$ cat src/rtl/rv32i_types.sv
// Shared types for the L1/L2 line-port scheduler: address word, line width and scheduler FSM states.
package rv32i_types;

  typedef logic [31:0] rv32i_word;

  localparam int L1_LINE_W = 256;

  typedef enum logic [1:0] {
    IDLE  = 2'd0,
    GNT_I = 2'd1,
    GNT_D = 2'd2,
    GNT_P = 2'd3
  } l1_sched_state_t;

endpackage

$ cat src/rtl/l1_sched_starve_ctr.sv
// Saturating count of dcache grants completed while an icache request is waiting.
module l1_sched_starve_ctr #(
  parameter int LIMIT = 4
) (
  input  logic clk,
  input  logic rst,
  input  logic inc,
  input  logic clr,
  output logic at_limit
);

  localparam int W = $clog2(LIMIT + 1);
  localparam logic [W-1:0] LIMIT_W = W'(LIMIT);

  logic [W-1:0] cnt_q, cnt_d;

  // Clear takes precedence so that entering the icache grant always restarts the count.
  always_comb begin
    cnt_d = cnt_q;
    if (clr) begin
      cnt_d = '0;
    end else if (inc && (cnt_q != LIMIT_W)) begin
      cnt_d = cnt_q + W'(1);
    end
  end

  always_ff @(posedge clk) begin
    if (rst) begin
      cnt_q <= '0;
    end else begin
      cnt_q <= cnt_d;
    end
  end

  assign at_limit = (cnt_q == LIMIT_W);

endmodule

$ cat src/rtl/l1_mem_scheduler.sv
// Shares the single L2 line port between icache, dcache and next-line prefetcher, one transaction at a time.
// Prefetch arbitration is only built when L1_SCHED_PREFETCH_EN is defined; otherwise the pf port is inert.
module l1_mem_scheduler
  import rv32i_types::*;
#(
  parameter int STARVE_LIMIT = 4,
  parameter int LINE_W       = L1_LINE_W
) (
  input  logic              clk,
  input  logic              rst,
  input  logic              i_read,
  input  rv32i_word         i_addr,
  output logic [LINE_W-1:0] i_rdata,
  output logic              i_resp,
  input  logic              d_read,
  input  logic              d_write,
  input  rv32i_word         d_addr,
  input  logic [LINE_W-1:0] d_wdata,
  output logic [LINE_W-1:0] d_rdata,
  output logic              d_resp,
  input  logic              pf_read,
  input  rv32i_word         pf_addr,
  output logic [LINE_W-1:0] pf_rdata,
  output logic              pf_resp,
  output logic              mem_read,
  output logic              mem_write,
  output rv32i_word         mem_addr,
  output logic [LINE_W-1:0] mem_wdata,
  input  logic [LINE_W-1:0] mem_rdata,
  input  logic              mem_resp
);

  l1_sched_state_t   state_q, state_d;
  logic              mem_read_q, mem_read_d;
  logic              mem_write_q, mem_write_d;
  rv32i_word         mem_addr_q, mem_addr_d;
  logic [LINE_W-1:0] mem_wdata_q, mem_wdata_d;
  logic              d_req, pf_req, force_i;
  logic              starve_inc, starve_clr, at_limit;

  assign d_req   = d_read | d_write;
  assign force_i = i_read & at_limit;

`ifdef L1_SCHED_PREFETCH_EN
  assign pf_req = pf_read;
`else
  logic unused_pf_read;
  assign unused_pf_read = pf_read;
  assign pf_req         = 1'b0;
`endif

  // Winner's request is latched on leaving IDLE and held untouched until mem_resp.
  always_comb begin
    state_d     = state_q;
    mem_read_d  = mem_read_q;
    mem_write_d = mem_write_q;
    mem_addr_d  = mem_addr_q;
    mem_wdata_d = mem_wdata_q;
    case (state_q)
      IDLE: begin
        if (d_req && !force_i) begin
          state_d     = GNT_D;
          mem_write_d = d_write;
          mem_read_d  = ~d_write;
          mem_addr_d  = d_addr;
          mem_wdata_d = d_write ? d_wdata : '0;
        end else if (i_read) begin
          state_d     = GNT_I;
          mem_read_d  = 1'b1;
          mem_write_d = 1'b0;
          mem_addr_d  = i_addr;
          mem_wdata_d = '0;
        end else if (pf_req) begin
          state_d     = GNT_P;
          mem_read_d  = 1'b1;
          mem_write_d = 1'b0;
          mem_addr_d  = pf_addr;
          mem_wdata_d = '0;
        end
      end
      default: begin
        if (mem_resp) begin
          state_d     = IDLE;
          mem_read_d  = 1'b0;
          mem_write_d = 1'b0;
          mem_addr_d  = '0;
          mem_wdata_d = '0;
        end
      end
    endcase
  end

  always_ff @(posedge clk) begin
    if (rst) begin
      state_q     <= IDLE;
      mem_read_q  <= 1'b0;
      mem_write_q <= 1'b0;
      mem_addr_q  <= '0;
      mem_wdata_q <= '0;
    end else begin
      state_q     <= state_d;
      mem_read_q  <= mem_read_d;
      mem_write_q <= mem_write_d;
      mem_addr_q  <= mem_addr_d;
      mem_wdata_q <= mem_wdata_d;
    end
  end

  assign starve_inc = (state_q == GNT_D) & mem_resp & i_read;
  assign starve_clr = (state_q == IDLE) & (state_d == GNT_I);

  l1_sched_starve_ctr #(
    .LIMIT(STARVE_LIMIT)
  ) u_starve (
    .clk     (clk),
    .rst     (rst),
    .inc     (starve_inc),
    .clr     (starve_clr),
    .at_limit(at_limit)
  );

  assign mem_read  = mem_read_q;
  assign mem_write = mem_write_q;
  assign mem_addr  = mem_addr_q;
  assign mem_wdata = mem_wdata_q;

  assign i_resp  = (state_q == GNT_I) & mem_resp;
  assign i_rdata = (state_q == GNT_I) ? mem_rdata : '0;
  assign d_resp  = (state_q == GNT_D) & mem_resp;
  assign d_rdata = (state_q == GNT_D) ? mem_rdata : '0;

`ifdef L1_SCHED_PREFETCH_EN
  assign pf_resp  = (state_q == GNT_P) & mem_resp;
  assign pf_rdata = (state_q == GNT_P) ? mem_rdata : '0;
`else
  assign pf_resp  = 1'b0;
  assign pf_rdata = '0;
`endif

endmodule

$ cat config.mk
export PLATFORM = sky130hd
export DESIGN_NAME = l1_mem_scheduler
export DESIGN_NICKNAME = d
export VERILOG_FILES = /design/src/rtl/rv32i_types.sv /design/src/rtl/l1_sched_starve_ctr.sv /design/src/rtl/l1_mem_scheduler.sv
export SDC_FILE = /design/constraint.sdc
export NUM_CORES = 1
export LEC_CHECK = 0
export BUFFER_PORTS_ARGS = -buffer_cell sky130_fd_sc_hd__buf_4
export CORE_AREA = 2 2 660 662
export CTS_BUF_LIST = sky130_fd_sc_hd__clkbuf_16
export DETAILED_ROUTE_END_ITERATION = 6
export DIE_AREA = 0 0 662 664
export GPL_ROUTABILITY_DRIVEN = 0
export PLACE_DENSITY = 0.3
export REMOVE_ABC_BUFFERS = 1
export SYNTH_ARGS = -nofsm -noshare
export SYNTH_HDL_FRONTEND = slang
export SYNTH_SLANG_ARGS = --single-unit
$ cat constraint.sdc
create_clock -name clk -period 5.5 [get_ports clk]
set_clock_uncertainty 0.15 [all_clocks]
set_input_delay 0 -clock clk [delete_from_list [all_inputs] [get_ports clk]]
set_output_delay 0 -clock clk [all_outputs]
set_load 0.05 [all_outputs]
==> impl_summary.log <==
[metrics] startpoint of the lowest-slack hold path: d_wdata[56]
[metrics] chip height: approximately 660 um
[metrics] standard-cell row count: between 200 and 250
[metrics] die footprint: approximately 440000 sq um
[metrics] Worst Setup Path Type: reg -> out
[metrics] static leakage: around 16 nW
[metrics] hpwl dp: about 170000 um
[metrics] overall overflow remaining after global route: 0
[metrics] status: finished clean
[metrics] post-route worst hold slack: 0.0357 ns
[metrics] worst ir drop on vdd: approximately 0.18 mV
[metrics] count of buffering cells on the critical path with inverters included: 2
[metrics] max-slew violation count: 0
[metrics] number of clock sinks: between 200 and 300
[metrics] critical path startpoint category: flop
[metrics] post-CTS clock slew at the launch and capture registers of the worst setup and hold paths: around 0.060 ns
[metrics] sequential area share after synthesis: around two fifths
[metrics] synthesized area per cell: between 9 and 10 sq um
[metrics] floorplan core area: 433000 sq um
[metrics] clock root buffer master: clkbuf_16
[metrics] number of levels in the clock H-tree: 2
[metrics] endpoint kind of the worst setup timing path: output pin
[metrics] number of warning messages in the yosys log: 0
[metrics] measured slew at the worst slew-check pin: about 1.2 ns
[metrics] routed vias/inst: ~2.1
[metrics] total power of the final layout: between 8 and 9 mW
[metrics] ports placed on the boundary: approximately 1700
[metrics] wire length of the first global-routing pass: 239000 um
[metrics] worst slack after detailed placement: about 2.2 ns
[metrics] antenna violation net count after detailed routing: 0
[metrics] Yosys cell types: 36
[metrics] unrepaired setup endpoints after global routing: no
[metrics] series of cell instances along the critical path: nor2b_4 -> buf_12 -> and2_1 -> buf_4
[metrics] synthesized flop and latch total: 295
[metrics] buffers from clock root to sink, at most: 3
[metrics] post-synthesis cell count: roughly 1600
[metrics] wire length per cell after detailed routing: between 20 and 25 um
[metrics] post-CTS setup-driven buffer insertion count: 0
[metrics] TritonCTS buffer count: 44
[metrics] worst skew pair latency: around 0.7 ns
[metrics] Detailed Route WL: 198000 um
[metrics] vias in the first global route: around 20000
[metrics] source of the worst register-to-register timing path: state_q[1]
[metrics] cell family with most CP delay: simple AND/OR/NAND/NOR gates
[metrics] vias after detailed routing: ~20000
[metrics] hold violation count in the final report: 0
[metrics] type of the worst min-delay path: in -> reg
[metrics] post-cts repair resize count: 0
[metrics] clock tree from TritonCTS: done
[metrics] Setup TNS: 0 ns
[metrics] WP data required: ~5.4 ns
[metrics] Finish-stage setup viols: 0
[metrics] post-route minimum period: ~3.4 ns
[metrics] peak clock frequency supported by timing: approximately 300 MHz
[metrics] max_slew headroom: between 20 and 25%
[metrics] Tcrit/Tclk final: 61.6%
[metrics] area grow syn2layout: 151%
[metrics] DRC: 0
[metrics] top post-synthesis cells by area: dfxtp_1, and2_1, a22o_1
[metrics] Iter 0 DRT Violations: around 970
[metrics] number of max-cap violations: 0
[metrics] Slowest-stage cell, CP: nor2b_4
[metrics] worst setup margin: roughly 2.1 ns
[metrics] initial antenna violation count: around 170
[metrics] Total Routing Usage GR: approximately 8.6%
[metrics] largest net degree at the start of global routing: roughly 200
[metrics] Die X: 662 um
[metrics] area share of the leading cell type in the synthesized netlist: between 30% and 40%
[metrics] starting density of the core: around 3.6%
[metrics] Syn Std Cell Area: 15400 sq um
[metrics] iteration count of the initial detailed-routing pass: 5
[metrics] worst-path maximum fanout: around 190
[metrics] biggest area consumer among synthesized cells: dfxtp_1
[metrics] arrival time at the worst endpoint: ~3.2 ns
[metrics] fill cell total of the finished layout: 50394
[metrics] Final #Nets: just over 4000
[metrics] share of final-layout standard cells stronger than drive strength 1: a little over two fifths
[metrics] Buffers on Ports: 1385
[metrics] largest incremental delay on the critical path: approximately 0.65 ns
[metrics] Cell Pwr Density: 223 nW/um^2
[metrics] Crit. Startpoint: state_q[0]
==> cell usage after synthesis <==
library cell and number:
a2111oi_0 1, a211oi_1 3, a21bo_2 1, a21o_1 2
a21oi_1 2, a221o_1 32, a22o_1 255, and2_1 514
and4_1 1, buf_1 9, buf_2 20, buf_4 257
buf_6 23, clkbuf_1 93, conb_1 1, dfxtp_1 295
ha_1 2, inv_1 4, nand2_1 1, nand2b_1 33
nand3_2 1, nand3b_1 2, nand4_1 1, nand4b_1 1
nor2_1 2, nor2b_1 3, nor3_4 1, nor4b_1 64
o211a_1 2, o211ai_1 1, o21a_1 1, o21ai_0 3
o21ai_1 1, o31ai_1 1, or2_0 1, or3_1 2
==> kinds of logic after synthesis <==
logic type	count (synthesis)	share of synthesized area [%]
buffers and inverters	406	17.4
DFF	295	38.3
and+or+nand+nor	627	26.6
other	1	0.0244
adders and majority gates	2	0.162
AOI/OAI and AO/OA	305	17.4
==> final timing paths <==
path	to	slack (ns)	cells past startpoint
worst max register to register	mem_addr[23]	2.17	6
worst min register to register	mem_write	0.31	1
worst max-delay path	i_rdata[77]	2.11	4
worst min-delay path	mem_wdata[56]	0.04	3
==> stage by stage <==
stage	instance area, sq um	instances	utilization [%]
detailed placement	31500	8625	7.29
global route	38600	9279	8.92
finish	38600	9295	8.93
CTS	38500	9264	8.91
floorplan	13700	1490	-
global placement	31500	8625	7.29
==> cells in the final DEF (no fill, tap or decap), types with 9 or more instances in the layout <==
cell type / n
a22o_1: 255
diode_2: 31
clkbuf_16: 44
and2_1: 514
inv_1: 11
conb_1: 257
buf_12: 9
nand2b_1: 33
a221o_1: 32
buf_4: 1393
dfxtp_1: 295
dlygate4sd3_1: 563
nor4b_1: 64
==> worst reg2reg max path, stage by stage (launching register included) <==
cell and delay [ns]:
dfxtp_1 0.47, or2_2 0.17, buf_4 0.59, o211a_4 0.66, buf_12 0.41, a221o_1 0.27, dlygate4sd3_1 0.56
==> state kept, by name (all words and copies together) (netlist names) <==
register        cells
mem_read            1
state_q             2
mem_addr           32
mem_wdata         256
u_starve.cnt_q      3
mem_write           1
==> area by class of cell <==
| type | count | area [sq um] | share of cell area, % |
|---|---|---|---|
| inverters | 4 | 15.0 | 0.0389 |
| clock buffers | 44 | 1100 | 2.85 |
| multi-input cells | 1191 | 7810 | 20.2 |
| flip-flops and latches | 295 | 5910 | 15.3 |
| clock inverters | 31 | 262 | 0.677 |
| diodes | 31 | 77.6 | 0.201 |
| repair buffers | 1965 | 16300 | 42.1 |
| well taps | 5734 | 7170 | 18.6 |
==> what timing repair did <==
item / in CTS / in global routing
hold buffers: 564 / 0
setup endpoints to repair: 0 / 0
hold endpoints to repair: 294 / 0
==> report_power, final <==
group	internal (mW)	total (mW)	switching (mW)
Sequential	2.28	2.36	0.0864
Clock	1.52	2.84	1.31
Combinational	1.11	3.42	2.31
==> per-layer routing <==
metal  part of all wire, %  up-vias  track usage, %
met5                  0.10        -               0
met4                   5.4       32            4.02
met3                   9.3      379            3.32
met2                    51     1109            15.5
met1                    34     9530            8.56
li1                      -     8867               -
Power figures use the tool's default switching activity.
